File: src/rtl/reg_wb_ctrl.sv
// Writeback initiator: accepts ALU/LSU results into an in-order queue and drains it into the
// register file write port. Define REG_WB_BYPASS_EN to add q_data (newest queued value for q_addr).
module reg_wb_ctrl #(
  parameter int WIDTH      = 32,
  parameter int ADDR_WIDTH = 5,
  parameter int DEPTH      = 4,
  parameter bit ZERO_DROP  = 1'b1
) (
  input  logic                    clk,
  input  logic                    rst,
  input  logic                    alu_valid,
  output logic                    alu_ready,
  input  logic [ADDR_WIDTH-1:0]   alu_addr,
  input  logic [WIDTH-1:0]        alu_data,
  input  logic                    lsu_valid,
  output logic                    lsu_ready,
  input  logic [ADDR_WIDTH-1:0]   lsu_addr,
  input  logic [WIDTH-1:0]        lsu_data,
  input  logic                    hold,
  output logic                    we,
  output logic [ADDR_WIDTH-1:0]   addrw,
  output logic [WIDTH-1:0]        dinw,
  input  logic [ADDR_WIDTH-1:0]   q_addr,
  output logic                    q_pend,
`ifdef REG_WB_BYPASS_EN
  output logic [WIDTH-1:0]        q_data,
`endif
  output logic [$clog2(DEPTH):0]  count
);

  localparam int PTR_W = $clog2(DEPTH);
  localparam int CNT_W = PTR_W + 1;

  typedef struct packed {
    logic [ADDR_WIDTH-1:0] addr;
    logic [WIDTH-1:0]      data;
  } entry_t;

  entry_t             mem [DEPTH];
  logic [DEPTH-1:0]   vld;
  logic [PTR_W-1:0]   wr_ptr;
  logic [PTR_W-1:0]   rd_ptr;
  logic               not_full;
  logic               push_fire;
  logic               push_keep;
  logic               pop;
  entry_t             push_entry;

  // Full is judged on registered count only, so a same-cycle pop never opens a slot.
  assign not_full  = count < CNT_W'(DEPTH);
  assign lsu_ready = !rst && not_full;
  assign alu_ready = !rst && not_full && !lsu_valid;

  // NOTE: every always_comb output gets a default first so no path leaves it unassigned (no latch).
  always_comb begin
    push_fire  = 1'b0;
    push_entry = '0;
    if (lsu_valid && lsu_ready) begin
      push_fire  = 1'b1;
      push_entry = '{addr: lsu_addr, data: lsu_data};
    end else if (alu_valid && alu_ready) begin
      push_fire  = 1'b1;
      push_entry = '{addr: alu_addr, data: alu_data};
    end
  end

  // x0 writes still complete their handshake but never occupy a slot.
  assign push_keep = push_fire && !(ZERO_DROP && push_entry.addr == '0);
  assign pop       = we;

  // NOTE: sequential state uses non-blocking assignments so every flop samples pre-edge values.
  always_ff @(posedge clk or posedge rst) begin
    if (rst) begin
      wr_ptr <= '0;
      rd_ptr <= '0;
      count  <= '0;
      vld    <= '0;
    end else begin
      if (pop) begin
        rd_ptr      <= rd_ptr + PTR_W'(1);
        vld[rd_ptr] <= 1'b0;
      end
      if (push_keep) begin
        wr_ptr      <= wr_ptr + PTR_W'(1);
        vld[wr_ptr] <= 1'b1;
      end
      case ({push_keep, pop})
        2'b10:   count <= count + CNT_W'(1);
        2'b01:   count <= count - CNT_W'(1);
        default: count <= count;
      endcase
    end
  end

  // NOTE: the storage array is not reset; the valid bits and count alone define what is live.
  always_ff @(posedge clk) begin
    if (push_keep) mem[wr_ptr] <= push_entry;
  end

  always_comb begin
    we    = (count != '0) && !hold;
    addrw = '0;
    dinw  = '0;
    if (count != '0) begin
      addrw = mem[rd_ptr].addr;
      dinw  = mem[rd_ptr].data;
    end
  end

  always_comb begin
    q_pend = 1'b0;
    for (int i = 0; i < DEPTH; i++) begin
      if (vld[i] && mem[i].addr == q_addr) q_pend = 1'b1;
    end
    if (ZERO_DROP && q_addr == '0) q_pend = 1'b0;
  end

`ifdef REG_WB_BYPASS_EN
  // Scan oldest to newest from the head so the youngest match overwrites older ones.
  always_comb begin
    q_data = '0;
    for (int i = 0; i < DEPTH; i++) begin
      if (vld[rd_ptr + PTR_W'(i)] && mem[rd_ptr + PTR_W'(i)].addr == q_addr)
        q_data = mem[rd_ptr + PTR_W'(i)].data;
    end
    if (!q_pend) q_data = '0;
  end
`endif

endmodule

File: config.mk
export PLATFORM = sky130hd
export DESIGN_NAME = reg_wb_ctrl
export DESIGN_NICKNAME = d
export VERILOG_FILES = /design/src/rtl/reg_wb_ctrl.sv
export SDC_FILE = /design/constraint.sdc
export NUM_CORES = 1
export LEC_CHECK = 0
export CORE_MARGIN = 2
export CORE_UTILIZATION = 47
export DETAILED_ROUTE_END_ITERATION = 10
export MAX_ROUTING_LAYER = met4
export PLACE_DENSITY_LB_ADDON = 0.3
export SKIP_LAST_GASP = 1
export SLEW_MARGIN = 15
export SYNTH_ARGS = -nofsm -noshare
export SYNTH_HDL_FRONTEND = slang
export SYNTH_SLANG_ARGS = --single-unit
File: constraint.sdc
create_clock -name clk -period 2.65 [get_ports clk]
set_input_delay 0.53 -clock clk [delete_from_list [all_inputs] [get_ports clk]]
set_output_delay 0.53 -clock clk [all_outputs]
set_load 0.02 [all_outputs]
==> impl_table.tex, run 1 <==
\begin{tabular}{lr}
\hline
Metric & Value \\
\hline
\multicolumn{2}{l}{\textbf{Routing}} \\
\quad Number of DRC violations after detailed-routing iteration 0 & 280 \\
\quad Antenna-violating nets left & 0 \\
\quad Number of iterations in the first detailed-routing pass & 4 \\
\quad DRC violations left & 0 \\
\quad Total Routed Length & 14.6 mm \\
\quad Average detailed-routed wire length per instance & 19.6 um \\
\quad Vias & 3995 \\
\quad Via count normalized by instance count & 5.37 \\
\multicolumn{2}{l}{\textbf{Place}} \\
\quad Placer Congestion & 0.977 \\
\quad Buffers added on ports & 127 \\
\quad Placed cell count & 706 \\
\quad HPWL Detailed & 9.71 mm \\
\quad Cell Area, Placed & 8750 um2 \\
\multicolumn{2}{l}{\textbf{STA}} \\
\quad Count of pins over their slew limit & 0 \\
\quad RSZ-0062 raised after global routing & yes \\
\quad Achievable frequency & 384 MHz \\
\quad Worst slew slack as a fraction of its limit & 0.712 \\
\quad Setup skew after layout & 9.94 ps \\
\quad Finish-stage setup viols & 0 \\
\quad Worst Tran Pin Value & 431 ps \\
\quad Min Tclk post-route & 2610 ps \\
\quad Accumulated negative setup slack & 0 ps \\
\quad Number of hold-slack violations in the final timing report & 0 \\
\quad Period utilization & 0.984 \\
\multicolumn{2}{l}{\textbf{CTS}} \\
\quad Clock input transition at the sequential cells of the worst setup and hold paths & 60 ps \\
\quad Hold-fix buffers at CTS & 0 \\
\quad Clk Latency, worst-skew pair & 410 ps \\
\quad Sinks on Clock Net & 159 \\
\quad Number of buffers on the longest clock path & 2 \\
\quad Clock Tree Root & clkbuf\_16 \\
\quad H-tree level count & 4 \\
\quad Clock tree from TritonCTS & yes \\
\quad Number of buffers created by CTS & 17 \\
\multicolumn{2}{l}{\textbf{GRT}} \\
\quad Overall Global Routing Usage & 0.200 \\
\quad Antenna violations before repair & 0 \\
\quad Vias in the first global route & 4230 \\
\quad Global-route wire length before repair & 23.1 mm \\
\quad Final global-route overflow total & 0 \\
\quad Largest net degree at the start of global routing & 33 \\
\multicolumn{2}{l}{\textbf{Floorplan}} \\
\quad Row count & 44 \\
\quad Number of ports placed on the die boundary & 128 \\
\quad Core Footprint & 14400 um2 \\
\quad Die Span Y & 125 um \\
\quad Chip width & 125 um \\
\quad Die Area & 15600 um2 \\
\quad Initial core utilization & 0.477 \\
\multicolumn{2}{l}{\textbf{Yosys}} \\
\quad Number of warning messages in the yosys log & 0 \\
\quad Synth Area in XOR/XNOR & 0.0318 \\
\quad EDFF count, synth & 148 \\
\quad Area of the mapped netlist & 6890 um2 \\
\quad Largest family of logic cells by synthesized area & multiplexers \\
\quad Average cell area after synthesis & 17.8 um2 \\
\quad Post-synthesis adder-cell area fraction & 0.0193 \\
\quad Sequential-to-total area share from yosys stat & 0.685 \\
\quad Yosys reg bits & 159 \\
\quad Async S/R FF share, synth & 0.0692 \\
\quad Simple-gate share of the synthesized area & 0.0591 \\
\quad Count of distinct cell types in the synthesized netlist & 33 \\
\quad Synthesized Nets & 481 \\
\quad Post-synth top flop & edfxtp\_1 \\
\quad Number of instances in the synthesized netlist & 387 \\
\quad Compound-gate portion of the synthesized area & 0.0552 \\
\quad Mux contribution to synthesized area & 0.125 \\
\multicolumn{2}{l}{\textbf{Final layout}} \\
\quad Fill count & 1016 \\
\quad Commonest non-fill, non-tap cells in the layout & edfxtp\_1, clkdlybuf4s50\_1, mux4\_2, nor2b\_1, a22o\_1 \\
\quad Number of cells in the finished layout apart from fillers & 744 \\
\quad Ant. Diodes & 0 \\
\quad Area growth from synthesis to layout & 36.2\% \\
\quad Area of combinational cells with multiple inputs & 2050 um2 \\
\quad Layout cells sized above 1 & 0.245 \\
\quad Commonest non-fill, non-tap cell in the layout & edfxtp\_1 \\
\quad Final \#Nets & 641 \\
\quad Design Area, Final & 9380 um2 \\
\quad Sequential standard cell area & 4720 um2 \\
\multicolumn{2}{l}{\textbf{Min path}} \\
\quad Worst hold path class & input pin to async pin \\
\multicolumn{2}{l}{\textbf{Critical path}} \\
\quad Worst Setup Path Type & register to output port \\
\quad R2R Setup Slk & 330 ps \\
\quad Setup crit start kind & register \\
\quad CP max FO & 9 \\
\quad Worst endpoint required time & 2120 ps \\
\quad CP endpoint kind & output port \\
\quad Endpoint arrival time on the critical path & 2080 ps \\
\multicolumn{2}{l}{\textbf{Power and ir drop}} \\
\quad Maximum vdd drop & 0.000589 V \\
\quad Leakage power of the design & 0.00349 uW \\
\quad Total power density per cell area & 1100 nW/um2 \\
\multicolumn{2}{l}{\textbf{Run}} \\
\quad Maximum capacitance violations & 0 \\
\multicolumn{2}{l}{\textbf{Run status}} \\
\quad Result of the run & finished clean \\
\hline
\end{tabular}
==> logic make-up after synthesis <==
logic type / Yosys count
AOI/OAI and AO/OA: 45
xor gates and xnor gates: 25
adders and majority gates: 10
buffers and inverters: 38
DFF: 159
muxes: 39
and+or+nand+nor: 71
==> area by class of cell <==
cell class                 instances  share of cell area
clock inverter                    14              0.0200
clock buffer                      18              0.0458
tap                              184              0.0246
inverter                          11             0.00494
sequential                       159               0.504
multi-input combinational        190               0.219
timing repair buffer             168               0.182
==> synth_stat cells (2+ instances only) <==
library cell,count,area share
edfxtp_1,148,0.65
nor2b_1,38,0.035
mux4_2,37,0.12
a22o_1,36,0.046
clkbuf_1,20,0.011
xor2_1,18,0.023
dfrtp_1,11,0.040
ha_1,9,0.016
nor2_1,9,0.0049
inv_1,8,0.0044
xnor2_1,7,0.0089
nand2_1,6,0.0033
a22oi_1,5,0.0055
and2_1,4,0.0036
buf_2,4,0.0029
nand3_1,4,0.0029
nor4_1,4,0.0036
buf_6,2,0.0033
inv_2,2,0.0011
o21ai_0,2,0.0015
==> worst paths after layout <==
kind	endpoint	cells after the start	from
max	dinw[18]	6	rd_ptr[0]
min	count[2]	2	rst
max reg2reg	count[2]	11	count[2]
min reg2reg	count[0]	1	count[0]
max in group asynchronous	rd_ptr[0]	2	rst
min in group clk	count[0]	1	count[0]
==> sequential cells by signal (all words and copies together), names as in the netlist <==
register / cells
vld: 4
count: 3
wr_ptr: 2
mem: 148
rd_ptr: 2
==> through the flow <==
stage	setup WS (ps)	hold slack, ps	total power (uW)	utilization
6_report	42.5	151	10300	0.650
2_1_floorplan	24.7	382	6130	-
4_1_cts	-111	439	10400	0.647
3_3_place_gp	-484	529	8090	0.607
3_5_place_dp	-558	526	8160	0.607
5_1_grt	-23.9	181	10800	0.650
==> per-layer routing <==
layer  vias to the layer above  global-route usage  share of wire  wire (um)
met2                       119               0.337           0.53       7710
li1                       1841                   -              -          -
met1                      2019               0.243           0.41       5930
met5                         -                   -              0          0
met4                         0              0.0712          0.016        232
met3                        16              0.0385          0.051        741
==> worst max-delay path: stages (launching register included) <==
cell,delay [ps]
dfrtp_2,410
buf_4,140
buf_4,130
bufbuf_16,280
mux4_2,400
nor2b_1,140
buf_2,160
==> timing repair <==
item | 4_1_cts | 5_1_grt
resized for setup | 69 | 12
setup buffers | 2 | 3
cloned | 1 | 0
hold endpoints to repair | 0 | 0
setup endpoints to repair | 40 | 13
pin swaps | 1 | 5
==> power breakdown <==
group	leakage (uW)	total, uW	internal, uW	switching [uW]
combinational	0.00166	4190	2070	2120
clock	0.000296	2520	1570	944
sequential	0.00153	3630	3410	222
total	0.00349	10300	7050	3290
Power figures use the tool's default switching activity.
==> run 2: changes to the inputs <==
--- a/config.mk
+++ b/config.mk
@@ -10,6 +10,7 @@
 export DETAILED_ROUTE_END_ITERATION = 10
 export MAX_ROUTING_LAYER = met4
 export PLACE_DENSITY_LB_ADDON = 0.3
+export RECOVER_POWER = 50
 export SKIP_LAST_GASP = 1
 export SLEW_MARGIN = 15
 export SYNTH_ARGS = -nofsm -noshare
==> run 2 against run 1 <==
  * Maximum frequency is essentially flat
  * Clock power about the same
  * Hold slack improved by 110 ps
  * Clock skew barely moved
  * Via count grew 1.9%
  * Setup slack improved by 1.1 ps
  * Global-route usage is the same
  * Utilization down 0.12 points
  * Sequential cell count stayed put
  * Die area unchanged
  * Critical path type unchanged
  * Largest cell class unchanged
==> impl_table.tex, run 2 (synthesized netlist as in run 1, its figures left out) <==
\begin{tabular}{lr}
\hline
Metric & Value \\
\hline
\multicolumn{2}{l}{\textbf{Run status}} \\
\quad Result of the run & finished clean \\
\multicolumn{2}{l}{\textbf{GRT}} \\
\quad Largest net degree at the start of global routing & 33 (unchanged) \\
\quad Vias in the first global route & 4230 (unchanged) \\
\quad Overall Global Routing Usage & 0.200 (unchanged) \\
\quad Antenna violations before repair & 0 (unchanged) \\
\quad Final global-route overflow total & 0 (unchanged) \\
\quad Global-route wire length before repair & 23.1 mm (unchanged) \\
\multicolumn{2}{l}{\textbf{Final layout}} \\
\quad Largest reg by FF count & mem \\
\quad Number of cells in the finished layout apart from fillers & 744 (unchanged) \\
\quad Area growth from synthesis to layout & 35.9\% \\
\quad Largest registers & mem (148), vld (4), count (3) \\
\quad Design Area, Final & 9360 um2 (-0.19\%) \\
\quad Commonest non-fill, non-tap cell in the layout & edfxtp\_1 \\
\quad Commonest non-fill, non-tap cells in the layout & edfxtp\_1, clkdlybuf4s50\_1, mux4\_2, nor2b\_1, a22o\_1 \\
\quad Layout cells sized above 1 & 0.238 (-0.00714) \\
\quad Ant. Diodes & 0 (unchanged) \\
\quad Final \#Nets & 641 (unchanged) \\
\quad Flip-flop count of the largest register, all copies and words added & 148 (unchanged) \\
\multicolumn{2}{l}{\textbf{Critical path}} \\
\quad Worst Setup Path Type & register to output port \\
\quad CP max-delay cell & dfrtp\_2 \\
\quad Endpoint arrival time on the critical path & 2080 ps (about the same) \\
\quad Number of cell instances on the worst register-to-register path & 11 (unchanged) \\
\quad Most frequent cell on the critical path & buf\_4 \\
\quad CP endpoint kind & output port \\
\quad Maximum single-stage delay on the critical path & 410 ps (about the same) \\
\quad Critical register-to-register path startpoint & count[2] \\
\quad Count of buffer and inverter cells on the critical path & 4 (unchanged) \\
\quad Endpoint of the worst-slack reg-to-reg timing path & count[2] \\
\quad Critical-path cell list & buf\_4 > buf\_4 > bufbuf\_16 > mux4\_2 > nor2b\_1 > buf\_2 \\
\quad Worst endpoint required time & 2120 ps (about the same) \\
\quad Cell type group with the largest total delay on the critical path & buffers and inverters \\
\quad R2R Setup Slk & 320 ps (about the same) \\
\quad Setup crit start kind & register \\
\quad CP max FO & 9 (unchanged) \\
\multicolumn{2}{l}{\textbf{Floorplan}} \\
\quad Die Area & 15600 um2 (unchanged) \\
\quad Chip width & 125 um (unchanged) \\
\quad Initial core utilization & 0.477 (unchanged) \\
\quad Core Footprint & 14400 um2 (unchanged) \\
\quad Number of ports placed on the die boundary & 128 (unchanged) \\
\quad Die Span Y & 125 um (unchanged) \\
\quad Row count & 44 (unchanged) \\
\multicolumn{2}{l}{\textbf{Power and ir drop}} \\
\quad Portion of total power attributed to sequential cells & 0.351 (about the same) \\
\quad Switching portion of total power & 0.319 (+0.000458) \\
\quad Leakage power of the design & 0.00346 uW (-0.74\%) \\
\quad Part of the total power dissipated in combinational logic & 0.405 (about the same) \\
\quad Net switching power of the design & 3300 uW (+0.14\%) \\
\quad Power share of the clock group & 0.243 (about the same) \\
\quad Maximum vdd drop & 0.000591 V (+0.23\%) \\
\quad Cell-internal power & 7050 uW (about the same) \\
\quad Total power density per cell area & 1110 nW/um2 (+0.18\%) \\
\multicolumn{2}{l}{\textbf{STA}} \\
\quad Crit path setup slack, layout & 43.5 ps (+1.07 ps) \\
\quad RSZ-0062 raised after global routing & yes \\
\quad Count of pins over their slew limit & 0 (unchanged) \\
\quad Min Tclk post-route & 2610 ps (-1.07 ps) \\
\quad Finish-stage setup viols & 0 (unchanged) \\
\quad Setup skew after layout & 10.3 ps (+0.342 ps) \\
\quad Period utilization & 0.984 (about the same) \\
\quad Worst slew slack as a fraction of its limit & 0.712 (about the same) \\
\quad Achievable frequency & 384 MHz (about the same) \\
\quad Number of hold-slack violations in the final timing report & 0 (unchanged) \\
\quad Worst Tran Pin Value & 431 ps (-0.246 ps) \\
\multicolumn{2}{l}{\textbf{Place}} \\
\quad Placed cell count & 706 (unchanged) \\
\quad Buffers added on ports & 127 (unchanged) \\
\quad HPWL Detailed & 9.71 mm (unchanged) \\
\quad Pre-CTS setup slack & -558 ps (unchanged) \\
\quad Cell Area, Placed & 8750 um2 (unchanged) \\
\quad Placer Congestion & 0.977 (unchanged) \\
\multicolumn{2}{l}{\textbf{Min path}} \\
\quad Worst hold path class & input pin to async pin \\
\multicolumn{2}{l}{\textbf{Routing}} \\
\quad Number of DRC violations after detailed-routing iteration 0 & 275 (-1.8\%) \\
\quad Vias & 4071 (+1.9\%) \\
\quad Average detailed-routed wire length per instance & 19.7 um (+0.52\%) \\
\quad Number of iterations in the first detailed-routing pass & 4 (unchanged) \\
\quad DRC violations left & 0 (unchanged) \\
\quad Total Routed Length & 14.7 mm (+0.52\%) \\
\quad Via count normalized by instance count & 5.47 (+1.9\%) \\
\quad Antenna-violating nets left & 0 (unchanged) \\
\multicolumn{2}{l}{\textbf{Run}} \\
\quad Maximum capacitance violations & 0 (unchanged) \\
\multicolumn{2}{l}{\textbf{CTS}} \\
\quad Clock tree from TritonCTS & yes \\
\quad Clk Latency, worst-skew pair & 410 ps (about the same) \\
\quad H-tree level count & 4 (unchanged) \\
\quad Clock Tree Root & clkbuf\_16 \\
\quad Sinks on Clock Net & 159 (unchanged) \\
\quad Number of buffers on the longest clock path & 2 (unchanged) \\
\quad Clock input transition at the sequential cells of the worst setup and hold paths & 60 ps (about the same) \\
\quad Number of buffers created by CTS & 17 (unchanged) \\
\quad Hold-fix buffers at CTS & 0 (unchanged) \\
\hline
\end{tabular}
run 2: power groups by stage:
stage               Clock (uW)  Sequential, uW  Combinational (uW)
finish                    2520            3630                4190
global route              2650            3690                4500
CTS                       2560            3650                4240
detailed placement           0            3700                4460
global placement             0            3660                4420
floorplan                    0            3620                2510
run 2: worst register-to-register path, delay by kind of cell, from the launching register on:
family,cells,cell delay [ps]
fa+ha+maj,2,480
flops,1,340
compound gates,1,130
buf+inv,3,180
simple gates,3,850
xor+xnor,2,290
run 2: through the flow:
step / total power [uW] / utilization / hold WS (ps) / setup TNS, ps
6_report: 10300 / 0.649 / 266 / 0
5_1_grt: 10800 / 0.649 / 304 / -181
4_1_cts: 10400 / 0.647 / 439 / -202
3_5_place_dp: 8160 / 0.607 / 526 / -48690
3_3_place_gp: 8090 / 0.607 / 529 / -41960
2_1_floorplan: 6130 / - / 382 / 0
run 2: area by class of cell:
cell class | count | area, um2
Fill cell | 1018 | 5060
Multi-Input combinational cell | 190 | 2050
Clock buffer | 18 | 429
Sequential cell | 159 | 4720
Clock inverter | 14 | 188
Inverter | 11 | 46.3
Timing Repair Buffer | 168 | 1690
Tap cell | 184 | 230
run 2: how the worst max path moves through the flow:
stage,from,end,cells past startpoint
2_1_floorplan,lsu_valid,count[2],13
3_3_place_gp,lsu_valid,count[2],12
3_5_place_dp,lsu_valid,count[2],12
4_1_cts,q_addr[0],q_pend,7
5_1_grt,rd_ptr[0],dinw[10],5
6_report,rd_ptr[0],dinw[18],6
run 2: what timing repair did:
| action | in CTS | in global routing |
|---|---|---|
| pin swaps | 1 | 5 |
| cloned | 1 | 0 |
| resized for setup | 69 | 12 |
| setup buffers | 2 | 3 |
| endpoints found under the setup margin | 40 | 13 |
run 2: metal layers:
layer  vias up  track usage  wire length [um]
li1       1840            -                 -
met1      2082        0.243              5870
met2       133        0.337              7740
met3        16       0.0385               844
met4         0       0.0712               232
met5         -            -                 0
==> RTL edit (flow settings as in run 2) <==
Change the parameter `WIDTH` from 32 to 28.
--- a/src/rtl/reg_wb_ctrl.sv
+++ b/src/rtl/reg_wb_ctrl.sv
@@ -2,5 +2,5 @@
 // register file write port. Define REG_WB_BYPASS_EN to add q_data (newest queued value for q_addr).
 module reg_wb_ctrl #(
-  parameter int WIDTH      = 32,
+  parameter int WIDTH      = 28,
   parameter int ADDR_WIDTH = 5,
   parameter int DEPTH      = 4,
Interface: changed (resized alu_data, dinw and lsu_data); port bits go from 128 to 116. No check against the original RTL was run, so the function may have changed too.
==> RTL edit against run 2 <==
Worst hold slack lost 6.1 ps. Non-clock buffer count shrank 15. Area after synthesis shrank 9.4%. Routed wire length shrank 8.9%. Worst setup slack gained 51 ps. First-iteration DRC count shrank 32%. Combinational power shrank 10%. Power shrank 11%. Sequential cell count shrank 16. Maximum frequency grew 2.0%. Design area shrank 9.6%. Critical endpoint is now dinw[15]. Largest cell class unchanged. Highest routed layer unchanged.
==> RTL edit: results (changes against run 2) <==
metric;value;unit;change
rrSetupSlack;160;ps;-160 ps
ys_types;32;;-3.0%
synth_fp_nets;442;;-8.1%
skew;6.42;ps;-3.86 ps
ys_async_sr_fraction;7.69;%;+0.77 points
finalNonFillerCells;692;;-7.0%
crit_fanout;13;;+4
p_leak;3.19;nW;-7.7%
layout-drive-gt1-share;24.0;%;+0.28 points
synth-xor-area-share;3.51;%;+0.33 points
drt_first_pass_iters;6;;+2
status;finished, final reports clean;;
netlist_top_cells_count;edfxtp_1 (132), nor2b_1 (34), mux4_2 (33), a22o_1 (32), xor2_1 (18);;
fin_nets;590;;-8.0%
track_usage;20.1;%;+0.090 points
power.switching;2.98;mW;-9.6%
synthMuxAreaShare;12.3;%;-0.15 points
wl_per_cell;19.3;um;-2.1%
dp.cells;656;;-7.1%
grt_pass1_wl;20500;um;-11%
placed_area;7930;sq um;-9.4%
gp_congestion;0.930;;-4.9%
tightest_slew;415;ps;-15.6 ps
arrival;2030;ps;-50 ps
grt_pass1_vias;3802;;-10%
place_hpwl;8770;um;-9.7%
yosysSeqAreaShare;68.0;%;-0.59 points
synth_edf_count;132;;-11%
drt_first_iter_violations;188;;-32%
syn_avg_cell_area;17.5;sq um;-1.5%
peakVddDrop;0.506;mV;-14%
place_ws;-477;ps;+81.7 ps
hold_slack;260;ps;-6.08 ps
portBuffers;115;;-9.4%
## RTL edit: cell types whose count changed after synthesis, moves of 2 or more
cell and delta:
mux4_2 -4, inv_1 +2, nor2b_1 -4, clkbuf_1 -4, a22o_1 -4, edfxtp_1 -16
## RTL edit: cells by family after synthesis
family | after synthesis
xor+xnor | 25
flops | 143
simple gates | 67
fa+ha+maj | 10
mux | 35
buf+inv | 35
compound gates | 41
## RTL edit: layout make-up
class	instances	area (sq um)
multi-input combinational	178	1890
clock inverter	9	93.8
inverter	11	41.3
sequential	143	4240
tap	176	220
fill	926	4620
clock buffer	22	444
timing repair buffer	153	1530
## RTL edit: worst max path at each step
stage / start / endpoint / slack [ps] / depth (start not counted)
floorplan: lsu_valid / count[2]$_DFFE_PP0P_ / -90 / 12
global placement: lsu_valid / count[2]$_DFFE_PP0P_ / -440 / 11
detailed placement: lsu_valid / count[2]$_DFFE_PP0P_ / -480 / 11
CTS: rd_ptr[0]$_DFFE_PP0P_ / dinw[23] / -70 / 5
global route: count[2]$_DFFE_PP0P_ / count[2]$_DFFE_PP0P_ / -7 / 11
finish: rd_ptr[0]$_DFFE_PP0P_ / dinw[15] / 90 / 4
## RTL edit: per-stage QoR
step / setup TNS, ps / total power [mW]
floorplan: -91.4 / 5.53
global placement: -25730 / 7.32
detailed placement: -26720 / 7.37
CTS: -438 / 9.35
global route: -7.32 / 9.68
finish: 0 / 9.24
## RTL edit: power groups by stage
stage               Sequential, mW  Clock, mW  Combinational (mW)
floorplan                     3.27          0                2.27
global placement              3.32          0                3.99
finish                        3.32       2.16                3.76
global route                  3.36       2.29                4.04
CTS                           3.32       2.20                3.83
detailed placement            3.35          0                4.02
## RTL edit: layer usage
metal,vias to the layer above,part of all wire [%],track usage [%],wire length [um]
li1,1688,-,-,-
met1,1832,43,25.5,5780
met4,0,0.74,7.37,99
met2,119,51,32.0,6780
met5,-,0,-,0
met3,11,5.4,4.55,727
## RTL edit: what timing repair did
action                                  4_1_cts  5_1_grt
setup buffers                                 4        0
pin swaps                                     0        6
gates cloned                                  0        1
resized for setup                            39       41
endpoints found under the setup margin       37       18
## RTL edit: worst max-delay path, cell delays in order, from the launching register on
cell,delay [ps]
dfrtp_2,440
buf_12,190
mux4_2,510
nor2b_1,160
dlygate4sd2_1,320
